$ cat src/rtl/vote_session_ctrl.sv
// Majority-vote session sequencer: opens a ballot window, latches each voter's
// first vote, closes on all-voted or timeout, then tallies ballots one per cycle.
module vote_session_ctrl #(
  parameter int unsigned PERSON  = 3,
  parameter int unsigned TIMEOUT = 16
) (
  input  logic              clk,
  input  logic              rst_n,
  input  logic              start_i,
  input  logic              abort_i,
  input  logic [PERSON-1:0] cast_i,
  input  logic [PERSON-1:0] choice_i,
  output logic [PERSON-1:0] voted_o,
  output logic              busy_o,
  output logic              valid_o,
  output logic              out_o,
  output logic [$clog2(PERSON+1)-1:0] yes_cnt_o,
  output logic              even_o
);

  localparam int unsigned CW      = $clog2(PERSON + 1);
  localparam int unsigned IW      = (PERSON > 1) ? $clog2(PERSON) : 1;
  localparam int unsigned TW      = (TIMEOUT > 1) ? $clog2(TIMEOUT) : 1;
  localparam int unsigned HALF    = PERSON / 2;
  localparam bit          IS_EVEN = (PERSON % 2) == 0;

  typedef enum logic [1:0] {
    S_IDLE,
    S_OPEN,
    S_TALLY,
    S_DONE
  } state_e;

  state_e            state_q, state_d;
  logic [PERSON-1:0] voted_q, voted_d;
  logic [PERSON-1:0] ballot_q, ballot_d;
  logic [CW-1:0]     yes_q, yes_d;
  logic [TW-1:0]     timer_q, timer_d;
  logic [IW-1:0]     idx_q, idx_d;
  logic              out_q, out_d;
  logic              busy_q, busy_d;
  logic              valid_q, valid_d;

  // Next-state and datapath update; abort overrides every state.
  always_comb begin
    state_d  = state_q;
    voted_d  = voted_q;
    ballot_d = ballot_q;
    yes_d    = yes_q;
    timer_d  = timer_q;
    idx_d    = idx_q;
    out_d    = out_q;

    if (abort_i) begin
      state_d  = S_IDLE;
      voted_d  = '0;
      ballot_d = '0;
      yes_d    = '0;
      timer_d  = '0;
      idx_d    = '0;
      out_d    = 1'b0;
    end else if (!IS_EVEN) begin
      unique case (state_q)
        S_IDLE, S_DONE: begin
          if (start_i) begin
            state_d  = S_OPEN;
            timer_d  = TW'(TIMEOUT - 1);
            voted_d  = '0;
            ballot_d = '0;
            yes_d    = '0;
            idx_d    = '0;
            out_d    = 1'b0;
          end
        end
        S_OPEN: begin
          // Only voters not yet latched may set their ballot bit.
          voted_d  = voted_q | cast_i;
          ballot_d = (ballot_q & voted_q) | (cast_i & ~voted_q & choice_i);
          if ((&voted_d) || (timer_q == '0)) begin
            state_d = S_TALLY;
            idx_d   = '0;
          end else begin
            timer_d = timer_q - TW'(1);
          end
        end
        S_TALLY: begin
          yes_d = yes_q + CW'(ballot_q[idx_q]);
          idx_d = idx_q + IW'(1);
          if (idx_q == IW'(PERSON - 1)) begin
            state_d = S_DONE;
            idx_d   = '0;
            out_d   = (yes_d > CW'(HALF));
          end
        end
        default: state_d = S_IDLE;
      endcase
    end

    busy_d  = (state_d == S_OPEN) || (state_d == S_TALLY);
    valid_d = (state_d == S_DONE);
  end

  // State and datapath registers.
  always_ff @(posedge clk or negedge rst_n) begin
    if (!rst_n) begin
      state_q  <= S_IDLE;
      voted_q  <= '0;
      ballot_q <= '0;
      yes_q    <= '0;
      timer_q  <= '0;
      idx_q    <= '0;
      out_q    <= 1'b0;
      busy_q   <= 1'b0;
      valid_q  <= 1'b0;
    end else begin
      state_q  <= state_d;
      voted_q  <= voted_d;
      ballot_q <= ballot_d;
      yes_q    <= yes_d;
      timer_q  <= timer_d;
      idx_q    <= idx_d;
      out_q    <= out_d;
      busy_q   <= busy_d;
      valid_q  <= valid_d;
    end
  end

  assign voted_o   = voted_q;
  assign busy_o    = busy_q;
  assign valid_o   = valid_q;
  assign out_o     = out_q;
  assign yes_cnt_o = yes_q;
  assign even_o    = 1'(IS_EVEN);

endmodule
$ cat config.mk
export PLATFORM = sky130hd
export DESIGN_NAME = vote_session_ctrl
export DESIGN_NICKNAME = d
export VERILOG_FILES = /design/src/rtl/vote_session_ctrl.sv
export SDC_FILE = /design/constraint.sdc
export NUM_CORES = 1
export LEC_CHECK = 0
export ABC_AREA = 1
export BUFFER_PORTS_ARGS = -buffer_cell sky130_fd_sc_hd__buf_4
export CORE_UTILIZATION = 61
export CTS_BUF_LIST = sky130_fd_sc_hd__clkbuf_8
export DETAILED_ROUTE_END_ITERATION = 10
export GPL_ROUTABILITY_DRIVEN = 1
export HOLD_SLACK_MARGIN = 0.03
export PLACE_DENSITY = 0.86
export SETUP_SLACK_MARGIN = 0.4
export SYNTH_ARGS = -nofsm -noshare
export SYNTH_HDL_FRONTEND = slang
export SYNTH_SLANG_ARGS = --single-unit
$ cat constraint.sdc
create_clock -name clk -period 4.65 [get_ports clk]
set_input_delay 0 -clock clk [delete_from_list [all_inputs] [get_ports clk]]
set_output_delay 0 -clock clk [all_outputs]
set_load 0.005 [all_outputs]
==> results.yml, run 1 <==
outcome:
  run_status: "finished clean"
synthesis:
  seq_area_frac_synth_pct: 42.6
  synth_cells: 139
  avgSynthCellArea_um2: 8.03
  yosys_most_used_dff: "dfrtp_1"
  ys_async_sr_fraction_pct: 100
  yosysUniqueCellTypes: 20
  mappedNetlistArea_um2: 1120
  syn_nets: 154
  yosysWarnings: 0
  synth-edff-count: 0
  synth_seq_cells: 19
global_routing:
  grt_pass1_wl_um: 3680
  grtUsageTotal_pct: 25.9
  grt_start_max_net_pins: 20
  overflow: 0
  antenna_found_initial: 0
  grt_pass1_vias: 872
sta:
  hold_viol_final: 0
  slew_violations: 0
  finalSetupViolCount: 0
  period_share_pct: 38.7
  rsz0062_at_grt: "false"
  fmax_mhz: 556
  clock_skew_ps: 3.40
  final.setup.tns_ps: 0
  min_period_ps: 1800
  whs_ps: 43.0
die:
  die_h_um: 44.8
  initial_utilization_pct: 64.6
  placementRows: 15
  core-area_um2: 1730
  io_pins: 19
  dieArea_um2: 2000
  die_w_um: 44.8
worst_setup_path:
  critPathCaptureType: "register"
  required_ps: 4790
  start_kind: "register"
  cp_data_arrival_time_ps: 1940
  cp_max_fo: 5
  path_class: "reg2reg"
final_layout:
  final_area_um2: 1310
  n_antenna_cell: 0
  fin_util_pct: 76.0
  synthToLayoutAreaGrowth_pct: 17.6
  fin_nets: 175
  drive_gt1_share_pct: 23.9
cts:
  ctsResizeCount: 0
  numCtsBuffers: 3
  htreeDepth: 1
  tritoncts: "done"
  clkLatencyLatePin_ps: 260
  clkTransAtPathRegs_ps: 70
  clock-sinks: 19
  clockRootBuffer: "clkbuf_8"
  cts_buffer_depth: 2
detailed_routing:
  wl_per_cell_um: 12.4
  drtIter0Drc: 25
  wl_um: 2290
  first_pass_iters: 4
  drc: 0
  vias: 971
  via_per_inst: 5.28
  ant_nets: 0
power:
  p_int_uw: 445
  sw_frac_of_total_pct: 43.2
  combPwrFrac_pct: 50.8
  p_sw_uw: 338
  peakVddDrop_uv: 361
  powerDensity_nw_per_um2: 597
  p_leak_uw: 0.000693
  clkPwrFrac_pct: 14.7
  power_frac_seq_pct: 34.6
placed_design:
  io_buffers: 17
  dp_hpwl_um: 1610
  placed_cell_area_um2: 1260
  gp_congestion: 0.856
worst_hold_path:
  min_path_type: "in2reg"
job:
  maxCapViolations: 0
==> registers in the layout (all words and copies together) (netlist names) <==
signal     cells
idx_q          2
out_o          1
valid_o        1
busy_o         1
yes_cnt_o      2
state_q        2
ballot_q       3
voted_o        3
timer_q        4
==> per-layer routing <==
metal	up-vias	global-route usage, %	routed length [um]
met2	31	43.5	1150
met1	444	31.9	998
li1	486	-	-
met4	0	13.3	70
met3	10	4.40	75
met5	-	0	0
==> path summary, 6_finish.rpt <==
check / startpoint / endpoint / slack, ps / cells after the start
max: state_q[0] / busy_o / 2850 / 10
min: choice_i[1] / ballot_q[1] / 40 / 3
max reg2reg: state_q[0] / busy_o / 2850 / 10
min reg2reg: timer_q[3] / timer_q[3] / 500 / 2
max in group asynchronous: rst_n / voted_o[2] / 4270 / 2
min in group asynchronous: rst_n / out_o / 170 / 2
==> cells by family after synthesis <==
family,share of synthesized area (%)
AOI/OAI and AO/OA,14.6
adders and majority gates,5.61
buffers and inverters,9.08
DFF,42.6
other,0.336
and+or+nand+nor,27.8
==> cells in the mapped netlist (4+ instances only) <==
master,n,area share [%]
nor2_1,11,3.7
nand2_1,30,10
nand3_1,11,4.9
a21oi_1,10,4.5
dfrtp_1,19,43
o21ai_0,7,3.1
a21oi_2,4,3.1
ha_1,5,5.6
o21ai_1,4,1.8
inv_1,19,6.4
==> what timing repair did <==
| action | in CTS | in global routing |
|---|---|---|
| endpoints found under the hold margin | 19 | 0 |
| hold buffers | 1 | 0 |
| setup buffers | 0 | 0 |
==> stage by stage <==
stage	instances	power, uW	setup WS [ps]
after floorplan	139	568	3070
after global placement	179	639	3000
after detailed placement	179	661	2880
after CTS	184	781	2860
after global routing	184	849	2660
final	184	783	2850
==> power groups by stage <==
stage | clock network (uW) | registers, uW | logic [uW]
detailed placement | 0 | 269 | 392
floorplan | 0 | 264 | 304
CTS | 115 | 270 | 396
global route | 125 | 276 | 448
finish | 115 | 271 | 398
global placement | 0 | 268 | 371
==> cell type report <==
cell class              count  area [um2]
multi-input cells          96         539
flip-flops and latches     19         475
fillers                   130         414
repair buffers             18         138
inverters                  22        82.6
clock buffers               3        41.3
well taps                  25        31.3
clock inverters             1        5.00
==> critical path, cell delays in order, from the launching register on <==
cell and delay (ps):
dfrtp_1 360, inv_1 60, ha_1 340, inv_1 100
nor2_1 70, nor2_1 140, o21ai_0 100, a21oi_1 140
nand2_1 60, inv_1 70, ha_1 230
==> cells in the final DEF, fill, tap and decap left out, types with 3 or more instances in the layout <==
cell	count
nand2_1	30
nor2_1	11
a21oi_2	4
o21ai_0	7
o21bai_1	3
clkbuf_8	3
nor3_2	3
dfrtp_1	19
ha_1	5
nand3_1	11
a21oi_1	10
inv_2	3
buf_4	17
o21ai_1	4
nor3b_2	3
inv_1	19
No activity file was read; power rests on OpenSTA's default activity.
==> inputs of run 2 (changes only) <==
- CORE_UTILIZATION: 61 -> 52
- PLACE_DENSITY: 0.86 -> 0.78
- clock period: 4.65 -> 1.5 ns (I/O delays scaled with it)
==> run 2 against run 1 <==
The run now ends with negative setup slack left. Critical path depth shrank 2. Non-clock buffer count grew 19. Maximum frequency increased by 14%. Sequential share of layout area is 8.6 points lower. Clock power increased to 3.1 times the previous value. Sequential power rose to 3.1 times the previous value. Die area increased by 17%. Largest cell class unchanged. Combinational power rose to 6.0 times the previous value. Hold slack worse by 2.2 ps. First-iteration DRC count decreased by 28%. Clock-buffer cell count is the same.
==> results.yml, run 2 (synthesis gave the netlist of run 1 again) <==
outcome:
  run_status: "complete, but fails checks"
  violations: "negative setup slack"
cts:
  htreeDepth: 1
  clkTransAtPathRegs_ps: 70
  clockRootBuffer: "clkbuf_8"
  tritoncts: "done"
  cts_buffer_depth: 2
  clkLatencyLatePin_ps: 250
  clock-sinks: 19
  numCtsBuffers: 3
power:
  combPwrFrac_pct: 66.7
  p_int_uw: 2030
  p_leak_uw: 0.000818
  powerDensity_nw_per_um2: 2090
  p_sw_uw: 1560
  clkPwrFrac_pct: 9.8
  peakVddDrop_uv: 1270
  sw_frac_of_total_pct: 43.5
  power_frac_seq_pct: 23.5
placed_design:
  gp_congestion: 0.830
  place_ws_ps: -105
  io_buffers: 17
  dp_hpwl_um: 1720
final_layout:
  n_antenna_cell: 0
  regMostFlops: "timer_q"
  fin_nets: 195
  multi_input_area_um2: 768
  layout_commonest_cell: "buf_4"
  synthToLayoutAreaGrowth_pct: 54.0
  fillerInstances: 92
  largest_reg_flops: 4
  drive_gt1_share_pct: 51.4
  layout_common_cells: "buf_4 (31), nand2_1 (22), dfrtp_1 (19)"
  fin_util_pct: 86.7
  area.sequential_um2: 475
detailed_routing:
  via_per_inst: 5.18
  wl_per_cell_um: 13.8
  first_pass_iters: 4
  drtIter0Drc: 18
  ant_nets: 0
  drc: 0
  wl_um: 2840
  vias: 1067
global_routing:
  grt_pass1_vias: 1094
  grtUsageTotal_pct: 27.2
  antenna_found_initial: 0
  overflow: 0
  grt_pass1_wl_um: 4820
  grt_start_max_net_pins: 20
worst_setup_path:
  r2r_end: "busy_o"
  required_ps: 1650
  worstPathCellList: "ha_4 > nor2_4 > nor2_2 > o21ai_1 > a21oi_1 > nand2_1 > inv_2 > ha_4"
  cp_max_fo: 4
  crit_path_top_delay_cell: "dfrtp_1"
  cpLargestDelayFamily: "adder cells"
  reg2reg_depth: 8
  cp_data_arrival_time_ps: 1730
  slowest_delay_ps: 420
  crit_top_cell: "ha_4"
  path_buf_inv: 1
  start_kind: "register"
  r2r-start: "state_q[1]"
  r2r_slack_ps: -80
  critPathCaptureType: "register"
  path_class: "reg2reg"
sta:
  hold_viol_final: 0
  min_period_ps: 1580
  finalSetupViolCount: 5
  fin_ws_ps: -80.5
  slew_violations: 0
  clock_skew_ps: 1.28
  rsz0062_at_grt: "true"
  period_share_pct: 105
  fmax_mhz: 633
die:
  dieArea_um2: 2340
  core-area_um2: 1980
  io_pins: 19
  die_w_um: 48.3
  die_h_um: 48.3
  placementRows: 16
  initial_utilization_pct: 56.3
worst_hold_path:
  min_path_type: "in2reg"
  holdPathEnd: "ballot_q[2]"
  holdPathStages: 3
  hold_start: "choice_i[2]"
job:
  maxCapViolations: 0
[run 2: cell types whose count changed in the layout (fill, tap and decap cells not counted), sizes merged]
cell    delta
inv        +1
buf       +19
nand2      +1
clkinv     -1
[run 2: layout make-up]
| class | count | area share [%] |
|---|---|---|
| Sequential cell | 19 | 27.7 |
| Multi-Input combinational cell | 97 | 44.7 |
| Clock inverter | 1 | 0.218 |
| Timing Repair Buffer | 37 | 17.4 |
| Tap cell | 27 | 1.97 |
| Clock buffer | 3 | 2.40 |
| Inverter | 22 | 5.68 |
[run 2: what timing repair did]
action | in CTS | in global routing
gates resized for setup | 38 | 12
pin swaps | 6 | 5
hold buffers | 1 | 0
endpoints found under the hold margin | 19 | 0
cloned | 1 | 0
setup endpoints to repair | 19 | 19
setup buffers | 8 | 2
[run 2: worst reg2reg max path, delay by kind of cell (launching register included)]
family | cells | cell delay, ps
buffers and inverters | 1 | 90
adder cells (fa/ha/maj) | 2 | 510
AO/OA/AOI/OAI | 2 | 200
flip-flops | 1 | 420
AND/OR/NAND/NOR | 3 | 250
[run 2: worst max path at each step]
stage               slack (ps)     end  depth (start not counted)  startpoint
finish                     -80  busy_o                          8  state_q[1]
detailed placement        -110  busy_o                         10  state_q[0]
CTS                        -20  busy_o                          9  state_q[0]
floorplan                    2  busy_o                          9  state_q[1]
global placement           -20  busy_o                          9  state_q[1]
global route              -140  busy_o                          9  state_q[0]
[run 2: per-layer routing]
layer / track usage (%) / vias up / part of all wire, %
li1: - / 529 / -
met1: 33.3 / 503 / 43
met2: 47.7 / 25 / 51
met3: 4.40 / 10 / 3.2
met4: 11.3 / 0 / 2.3
met5: 0 / - / 0
[run 2: power by group through the flow]
stage               sequential (uW)  clock [uW]  combinational (uW)
CTS                             832         350                2230
finish                          846         352                2400
global route                    871         376                2590
detailed placement              838           0                1520
global placement                835           0                1450
floorplan                       830           0                1040
[run 2: per-stage QoR]
| stage | hold slack [ps] | total power [uW] | std cells | instance area [um2] | TNS (ps) |
|---|---|---|---|---|---|
| after floorplan | -296 | 1870 | 139 | 1160 | 0 |
| after global placement | -116 | 2290 | 190 | 1370 | -24.1 |
| after detailed placement | -112 | 2360 | 190 | 1370 | -251 |
| after CTS | 42.2 | 3410 | 204 | 1670 | -20.0 |
| after global routing | 41.8 | 3830 | 206 | 1720 | -827 |
| final | 40.7 | 3600 | 206 | 1720 | -173 |
